--- config.mk ---
export PLATFORM = sky130hd
export DESIGN_NAME = mac_acc_group_flat
export DESIGN_NICKNAME = d
export VERILOG_FILES = /design/src/rtl/mac_acc_group_if.sv /design/src/rtl/mac_acc_group.sv /design/src/flat_wrapper.sv
export SDC_FILE = /design/constraint.sdc
export NUM_CORES = 2
export LEC_CHECK = 0
export ABC_CLOCK_PERIOD_IN_PS = 7010
export CAP_MARGIN = 10
export CORE_MARGIN = 2
export CORE_UTILIZATION = 57
export CTS_CLUSTER_SIZE = 40
export DETAILED_ROUTE_END_ITERATION = 12
export GPL_TIMING_DRIVEN = 0
export PLACE_DENSITY_LB_ADDON = 0.1
export SLEW_MARGIN = 15
export SYNTH_ARGS = -nofsm -noshare
export SYNTH_HDL_FRONTEND = slang
export SYNTH_SLANG_ARGS = --single-unit
--- constraint.sdc ---
create_clock -name clk -period 7.01 [get_ports clk]
set_clock_uncertainty 0.15 [all_clocks]
set_input_delay 1.402 -clock clk [delete_from_list [all_inputs] [get_ports clk]]
set_output_delay 1.402 -clock clk [all_outputs]
set_load 0.05 [all_outputs]
--- src/rtl/mac_acc_group_if.sv ---
// Bus bundle for mac_acc_group: beat inputs from the producer, window
// results back to it. The master drives beats; the accumulator is the slave.
interface mac_acc_group_if #(
  parameter int N_KERNEL = 4,
  parameter int B_PIXEL  = 16,
  parameter int B_ACC    = 40,
  parameter int B_CNT    = 16
);
  logic                         clk_en;
  logic                         in_valid;
  logic                         in_first;
  logic                         in_last;
  logic                         relu;
  logic [B_PIXEL*N_KERNEL-1:0]  wei;
  logic [B_PIXEL-1:0]           ftm;

  logic                         out_valid;
  logic [B_ACC*N_KERNEL-1:0]    out_acc;
  logic [B_PIXEL*N_KERNEL-1:0]  out_q;
  logic [N_KERNEL-1:0]          out_sat;
  logic [N_KERNEL-1:0]          out_ovf;
  logic [B_CNT-1:0]             out_cnt;

  modport master (
    output clk_en, in_valid, in_first, in_last, relu, wei, ftm,
    input  out_valid, out_acc, out_q, out_sat, out_ovf, out_cnt
  );

  modport slave (
    input  clk_en, in_valid, in_first, in_last, relu, wei, ftm,
    output out_valid, out_acc, out_q, out_sat, out_ovf, out_cnt
  );
endinterface

--- src/rtl/mac_acc_group.sv ---
// N_KERNEL parallel multiply-accumulate channels sharing one feature pixel:
// 4-stage pipeline (register, multiply, saturating accumulate, quantize).
module mac_acc_group #(
  parameter int N_KERNEL = 4,
  parameter int B_PIXEL  = 16,
  parameter int B_ACC    = 40,
  parameter int SHIFT    = 0,
  parameter int B_CNT    = 16
) (
  input  logic           clk,
  input  logic           rstn,
  mac_acc_group_if.slave bus
);
  localparam int B_PROD = 2 * B_PIXEL;
  localparam int B_SUM  = B_ACC + 1;
  localparam int B_HI   = B_SUM - B_PIXEL + 1;

  typedef logic signed [B_PIXEL-1:0] pix_t;
  typedef logic signed [B_PROD-1:0]  prod_t;
  typedef logic signed [B_ACC-1:0]   acc_t;
  typedef logic signed [B_SUM-1:0]   sum_t;

  localparam acc_t ACC_MAX = {1'b0, {(B_ACC-1){1'b1}}};
  localparam acc_t ACC_MIN = {1'b1, {(B_ACC-1){1'b0}}};
  localparam pix_t PIX_MAX = {1'b0, {(B_PIXEL-1){1'b1}}};
  localparam pix_t PIX_MIN = {1'b1, {(B_PIXEL-1){1'b0}}};
  // Half-LSB rounding term; collapses to zero when SHIFT is 0.
  localparam sum_t RND     = (sum_t'(1) <<< SHIFT) >>> 1;

  // S1: registered inputs
  logic                        v1_q, v1_d, f1_q, f1_d, l1_q, l1_d, r1_q, r1_d;
  logic [B_PIXEL*N_KERNEL-1:0] wei1_q, wei1_d;
  pix_t                        ftm1_q, ftm1_d;

  // S2: products
  logic                        v2_q, v2_d, f2_q, f2_d, l2_q, l2_d, r2_q, r2_d;
  prod_t                       prod2_q [N_KERNEL];
  prod_t                       prod2_d [N_KERNEL];
  prod_t                       mul_a, mul_b;

  // S3: accumulators
  logic                        done3_q, done3_d, relu3_q, relu3_d;
  acc_t                        acc_q [N_KERNEL];
  acc_t                        acc_d [N_KERNEL];
  logic [B_CNT-1:0]            cnt_q, cnt_d;
  logic [N_KERNEL-1:0]         ovf_q, ovf_d;
  sum_t                        sum;

  // S4: quantized outputs
  logic                        ov_q, ov_d;
  logic [B_ACC*N_KERNEL-1:0]   oacc_q, oacc_d;
  logic [B_PIXEL*N_KERNEL-1:0] oq_q, oq_d;
  logic [N_KERNEL-1:0]         osat_q, osat_d, oovf_q, oovf_d;
  logic [B_CNT-1:0]            ocnt_q, ocnt_d;
  sum_t                        rsum, shifted;
  logic [B_HI-1:0]             hi;
  pix_t                        q;

  always_comb begin
    v1_d   = bus.in_valid;
    f1_d   = bus.in_valid & bus.in_first;
    l1_d   = bus.in_valid & bus.in_last;
    r1_d   = bus.relu;
    wei1_d = bus.wei;
    ftm1_d = bus.ftm;
  end

  always_comb begin
    v2_d  = v1_q;
    f2_d  = f1_q;
    l2_d  = l1_q;
    r2_d  = r1_q;
    mul_a = '0;
    mul_b = prod_t'(ftm1_q);
    for (int unsigned j = 0; j < N_KERNEL; j++) begin
      mul_a      = prod_t'(pix_t'(wei1_q[j*B_PIXEL +: B_PIXEL]));
      prod2_d[j] = mul_a * mul_b;
    end
  end

  always_comb begin
    acc_d   = acc_q;
    ovf_d   = ovf_q;
    cnt_d   = cnt_q;
    sum     = '0;
    done3_d = v2_q & l2_q;
    relu3_d = r2_q;
    if (v2_q) begin
      if (f2_q) begin
        cnt_d = B_CNT'(1);
        ovf_d = '0;
        for (int unsigned j = 0; j < N_KERNEL; j++) begin
          acc_d[j] = acc_t'(prod2_q[j]);
        end
      end else begin
        if (cnt_q != '1) begin
          cnt_d = cnt_q + B_CNT'(1);
        end
        // One guard bit: sign mismatch between the top two bits means overflow.
        for (int unsigned j = 0; j < N_KERNEL; j++) begin
          sum = sum_t'(acc_q[j]) + sum_t'(prod2_q[j]);
          if (sum[B_SUM-1] != sum[B_SUM-2]) begin
            acc_d[j] = sum[B_SUM-1] ? ACC_MIN : ACC_MAX;
            ovf_d[j] = 1'b1;
          end else begin
            acc_d[j] = sum[B_ACC-1:0];
          end
        end
      end
    end
  end

  always_comb begin
    ov_d    = done3_q;
    oacc_d  = oacc_q;
    oq_d    = oq_q;
    osat_d  = osat_q;
    oovf_d  = oovf_q;
    ocnt_d  = ocnt_q;
    rsum    = '0;
    shifted = '0;
    hi      = '0;
    q       = '0;
    if (done3_q) begin
      ocnt_d = cnt_q;
      oovf_d = ovf_q;
      for (int unsigned j = 0; j < N_KERNEL; j++) begin
        rsum    = sum_t'(acc_q[j]) + RND;
        shifted = rsum >>> SHIFT;
        hi      = shifted[B_SUM-1:B_PIXEL-1];
        if ((&hi) || !(|hi)) begin
          q         = shifted[B_PIXEL-1:0];
          osat_d[j] = 1'b0;
        end else begin
          q         = shifted[B_SUM-1] ? PIX_MIN : PIX_MAX;
          osat_d[j] = 1'b1;
        end
        if (relu3_q && q[B_PIXEL-1]) begin
          q = '0;
        end
        oacc_d[j*B_ACC +: B_ACC]     = acc_q[j];
        oq_d[j*B_PIXEL +: B_PIXEL]   = q;
      end
    end
  end

  always_ff @(posedge clk or negedge rstn) begin
    if (!rstn) begin
      v1_q    <= 1'b0;
      f1_q    <= 1'b0;
      l1_q    <= 1'b0;
      r1_q    <= 1'b0;
      wei1_q  <= '0;
      ftm1_q  <= '0;
      v2_q    <= 1'b0;
      f2_q    <= 1'b0;
      l2_q    <= 1'b0;
      r2_q    <= 1'b0;
      prod2_q <= '{default: '0};
      done3_q <= 1'b0;
      relu3_q <= 1'b0;
      acc_q   <= '{default: '0};
      cnt_q   <= '0;
      ovf_q   <= '0;
      ov_q    <= 1'b0;
      oacc_q  <= '0;
      oq_q    <= '0;
      osat_q  <= '0;
      oovf_q  <= '0;
      ocnt_q  <= '0;
    end else if (bus.clk_en) begin
      v1_q    <= v1_d;
      f1_q    <= f1_d;
      l1_q    <= l1_d;
      r1_q    <= r1_d;
      wei1_q  <= wei1_d;
      ftm1_q  <= ftm1_d;
      v2_q    <= v2_d;
      f2_q    <= f2_d;
      l2_q    <= l2_d;
      r2_q    <= r2_d;
      prod2_q <= prod2_d;
      done3_q <= done3_d;
      relu3_q <= relu3_d;
      acc_q   <= acc_d;
      cnt_q   <= cnt_d;
      ovf_q   <= ovf_d;
      ov_q    <= ov_d;
      oacc_q  <= oacc_d;
      oq_q    <= oq_d;
      osat_q  <= osat_d;
      oovf_q  <= oovf_d;
      ocnt_q  <= ocnt_d;
    end
  end

  assign bus.out_valid = ov_q;
  assign bus.out_acc   = oacc_q;
  assign bus.out_q     = oq_q;
  assign bus.out_sat   = osat_q;
  assign bus.out_ovf   = oovf_q;
  assign bus.out_cnt   = ocnt_q;
endmodule

--- src/flat_wrapper.sv ---
// flat-port wrapper written by rule: the top's interface ports become plain ports
module mac_acc_group_flat 
#(
  parameter int N_KERNEL = 4,
  parameter int B_PIXEL  = 16,
  parameter int B_ACC    = 40,
  parameter int SHIFT    = 0,
  parameter int B_CNT    = 16
)
  (clk, rstn, bus_clk_en, bus_in_valid, bus_in_first, bus_in_last, bus_relu, bus_wei, bus_ftm, bus_out_valid, bus_out_acc, bus_out_q, bus_out_sat, bus_out_ovf, bus_out_cnt);
  mac_acc_group_if #(.N_KERNEL(N_KERNEL), .B_PIXEL(B_PIXEL), .B_ACC(B_ACC), .B_CNT(B_CNT)) bus_i ();
  input  logic clk;
  input  logic rstn;
  input wire logic [$bits(bus_i.clk_en)-1:0] bus_clk_en;
  input wire logic [$bits(bus_i.in_valid)-1:0] bus_in_valid;
  input wire logic [$bits(bus_i.in_first)-1:0] bus_in_first;
  input wire logic [$bits(bus_i.in_last)-1:0] bus_in_last;
  input wire logic [$bits(bus_i.relu)-1:0] bus_relu;
  input wire logic [$bits(bus_i.wei)-1:0] bus_wei;
  input wire logic [$bits(bus_i.ftm)-1:0] bus_ftm;
  output wire logic [$bits(bus_i.out_valid)-1:0] bus_out_valid;
  output wire logic [$bits(bus_i.out_acc)-1:0] bus_out_acc;
  output wire logic [$bits(bus_i.out_q)-1:0] bus_out_q;
  output wire logic [$bits(bus_i.out_sat)-1:0] bus_out_sat;
  output wire logic [$bits(bus_i.out_ovf)-1:0] bus_out_ovf;
  output wire logic [$bits(bus_i.out_cnt)-1:0] bus_out_cnt;
  assign bus_i.clk_en = bus_clk_en;
  assign bus_i.in_valid = bus_in_valid;
  assign bus_i.in_first = bus_in_first;
  assign bus_i.in_last = bus_in_last;
  assign bus_i.relu = bus_relu;
  assign bus_i.wei = bus_wei;
  assign bus_i.ftm = bus_ftm;
  assign bus_out_valid = bus_i.out_valid;
  assign bus_out_acc = bus_i.out_acc;
  assign bus_out_q = bus_i.out_q;
  assign bus_out_sat = bus_i.out_sat;
  assign bus_out_ovf = bus_i.out_ovf;
  assign bus_out_cnt = bus_i.out_cnt;
  mac_acc_group #(.N_KERNEL(N_KERNEL), .B_PIXEL(B_PIXEL), .B_ACC(B_ACC), .SHIFT(SHIFT), .B_CNT(B_CNT)) u_core (.clk(clk), .rstn(rstn), .bus(bus_i));
endmodule
==> results_dict.tcl <==
set metrics [dict create \
    run_status "finished, violations left" \
    failed_checks "setup timing" \
    grt_max_degree 98 \
    drt_first_iter_violations 5401 \
    hold_viol 0 \
    antenna_viol_nets_final 0 \
    detail_route.wirelength_mm 250 \
    clk_pin_slew_worst_paths_ns 0.06 \
    core_sq_um 128000 \
    synth-xor-area-share_pct 3.52 \
    first_pass_iters 7 \
    cts_tree "yes" \
    grt_usage_pct 38.4 \
    synth_area_sq_um 73600 \
    yosys-top-cells-area "fa_1 29%, dfrtp_1 22%, ha_1 8.4%" \
    max_freq_mhz 141 \
    die_width_um 363 \
    start_util_pct 57.5 \
    critical_path_class "flip-flop to flip-flop" \
    row_count 131 \
    vias_in_the_first_global_route 59600 \
    final_report_setup_violation_count 2 \
    synth_flop_cell "dfrtp_1" \
    grt_antenna_before_repair 21 \
    synth_largest_type_area_fraction_pct 28.6 \
    detail_route.wl_per_cell_um 25.2 \
    gr-total-overflow 0 \
    synth_compound_gate_area_share_pct 11.0 \
    synth_fp_nets 9357 \
    ys_ff_latch 647 \
    worst_setup_path_end_kind "flip-flop" \
    layout-area-overhead-vs-synth_pct 15.5 \
    yosys_warn_count 0 \
    n_fill_cell 10500 \
    worstPathArrival_ns 7.50 \
    insertion_delay_ns 0.71 \
    detailed_place_hpwl_mm 200 \
    design.die.area_sq_um 132000 \
    yosysSeqAreaShare_pct 22.0 \
    multi_input_comb_area_sq_um 52400 \
    route.detailed.drc 0 \
    syn-mean-instance-area_sq_um 9.52 \
    slew_violations 0 \
    finalNetCount 9868 \
    synth_simple_gate_area_share_pct 12.8 \
    cts.sink_count 647 \
    clock_tree.buffer_depth 3 \
    timing.max_slew.rel_slack_pct 13.6 \
    clock_tree.root_cell "clkbuf_16" \
    proportion_of_register_bits_with_asynchronous_set_or_reset_after_synthesis_pct 100 \
    globalplace.congestion 0.971 \
    final.period_utilization_pct 101 \
    worstHoldPathType "flip-flop to flip-flop" \
    chipHeight_um 363 \
    number_of_buffers_created_by_cts 78 \
    setup_repair_after_global_routing_missed_its_margin "yes" \
    timing.critical_path.required_ns 7.41 \
    share_of_layout_cells_above_drive_strength_1_pct 11.8 \
    synth.most_common_cell "inv_1" \
    viasPerCell 5.97 \
    netlist_instances 7723 \
    yosys.area.top_type "fa_1" \
    finalWorstSetupSlack_ns -0.0878 \
    synth-edff-count 0 \
    worstPathMaxFanout 10 \
    ys_top_cells_by_count "1248 x inv_1, 1052 x fa_1, 813 x nand2_1" \
    pre_cts_ws_ns -2.00 \
    register_area_sq_um 16300 \
    design.portCount 336 \
    yosys.cell_types.count 75 \
    minimum_period_implied_by_the_final_worst_setup_slack_ns 7.10 \
    max_cap_violations 0 \
    buffer_ports.inserted 334 \
    timing_worst_slew_pin_value_ns 1.30 \
    element_type_at_the_critical_path_start "flip-flop" \
    grt_first_pass_wirelength_mm 374 \
    synth_adder_area_share_pct 37.1 \
    routed-via-count 59500 \
    cts-htree-levels 3 \
    multiplexer_fraction_of_the_synthesized_cell_area_pct 5.28 \
    combinational_family_with_the_most_area_after_synthesis "adder cells" \
]
## state kept, by name (all words and copies together) (netlist names), 4 cells and up
signal and count:
u_core.ovf_q 4, u_core.bus.out_cnt 16, u_core.wei1_q 64, u_core.bus.out_sat 4, u_core.cnt_q 16, u_core.acc_q 160, u_core.bus.out_ovf 4, u_core.ftm1_q 16
u_core.bus.out_q 64, u_core.bus.out_acc 160, u_core.prod2_q 128
## final cells by class
cell class	instances	area share, %
multi-input combinational	5463	61.7
inverter	1248	5.52
sequential	647	19.1
antenna	4	0.0118
clock buffer	96	2.52
buffer	361	2.91
clock inverter	42	0.650
timing repair buffer	435	5.09
tap	1662	2.45
## path summary, 6_finish.rpt
check | start | endpoint | slack [ns] | cells after the start
worst min-delay path | u_core.bus.out_cnt[14] | u_core.bus.out_cnt[14] | 0.33 | 2
min in group asynchronous | rstn | u_core.bus.out_acc[73] | 0.46 | 1
worst max register to register | u_core.wei1_q[5] | u_core.prod2_q[127] | -0.09 | 22
worst min register to register | u_core.bus.out_cnt[14] | u_core.bus.out_cnt[14] | 0.33 | 2
max in group asynchronous | rstn | u_core.wei1_q[54] | 4.49 | 4
worst max-delay path | u_core.wei1_q[5] | u_core.prod2_q[127] | -0.09 | 22
## stage by stage
stage / setup TNS [ns] / hold slack [ns] / cell area, sq um / util (%) / instances
6_report: -0.152 / 0.330 / 84900 / 66.4 / 9958
5_1_grt: -1.18 / 0.348 / 84900 / 66.4 / 9955
4_1_cts: -0.148 / 0.334 / 83900 / 65.6 / 9918
3_5_place_dp: -63.03 / 0.321 / 79200 / 62.0 / 9727
3_3_place_gp: - / 0.312 / 79000 / 61.8 / 9719
2_1_floorplan: 0 / 0.296 / 73600 / - / 7723
## placed cells by master, fill, tap and decap left out, drive strengths merged, types with 49 or more instances in the layout
cell type,n
buf,167
fa,1052
mux2,337
clkdlybuf4s50,333
nand2b,70
nor3,59
o21ai,472
clkbuf,392
nand4,49
nor2,250
dfrtp,647
xnor2,210
xor2,86
and2,502
ha,495
nand3,66
a21o,148
a21oi,333
nand2,813
inv,1255
## worst max-delay path: stages, from the launching register on
cell	delay, ns
dfrtp_2	0.51
clkbuf_16	0.23
and2_1	0.16
fa_1	0.53
inv_1	0.05
fa_1	0.39
fa_1	0.57
inv_2	0.05
ha_4	0.21
fa_1	0.55
fa_1	0.42
ha_1	0.31
buf_6	0.15
a2111oi_4	0.30
o21ai_2	0.11
a221oi_2	0.35
nor2b_2	0.15
a221o_1	0.42
a221o_1	0.36
or4_4	0.45
a31oi_4	0.25
xnor2_4	0.20
a21oi_2	0.08
## routing by layer
| layer | wire [um] | global-route usage (%) |
|---|---|---|
| met1 | 104000 | 54.0 |
| met2 | 110000 | 58.1 |
| met3 | 23500 | 7.55 |
| met4 | 13200 | 16.6 |
| met5 | 122 | 0 |
## kinds of logic (layout without fill, tap and decap cells)
| kind of cell | count (synthesis) | in the layout |
|---|---|---|
| flip-flops | 647 | 647 |
| AO/OA/AOI/OAI | 1323 | 1323 |
| XOR/XNOR | 296 | 296 |
| buffers and inverters | 1613 | 2182 |
| adder cells (fa/ha/maj) | 1547 | 1547 |
| other | 0 | 4 |
| AND/OR/NAND/NOR | 1951 | 1951 |
| multiplexers | 346 | 346 |
## repair_timing
action,4_1_cts,5_1_grt
resized for setup,449,264
hold buffers,0,0
cloned,1,0
buffers inserted,53,39
setup endpoints to repair,71,35
pin swaps,34,82
Power is not shown: default switching activity piles up to over one toggle a cycle in this logic, so the estimate is an artifact.
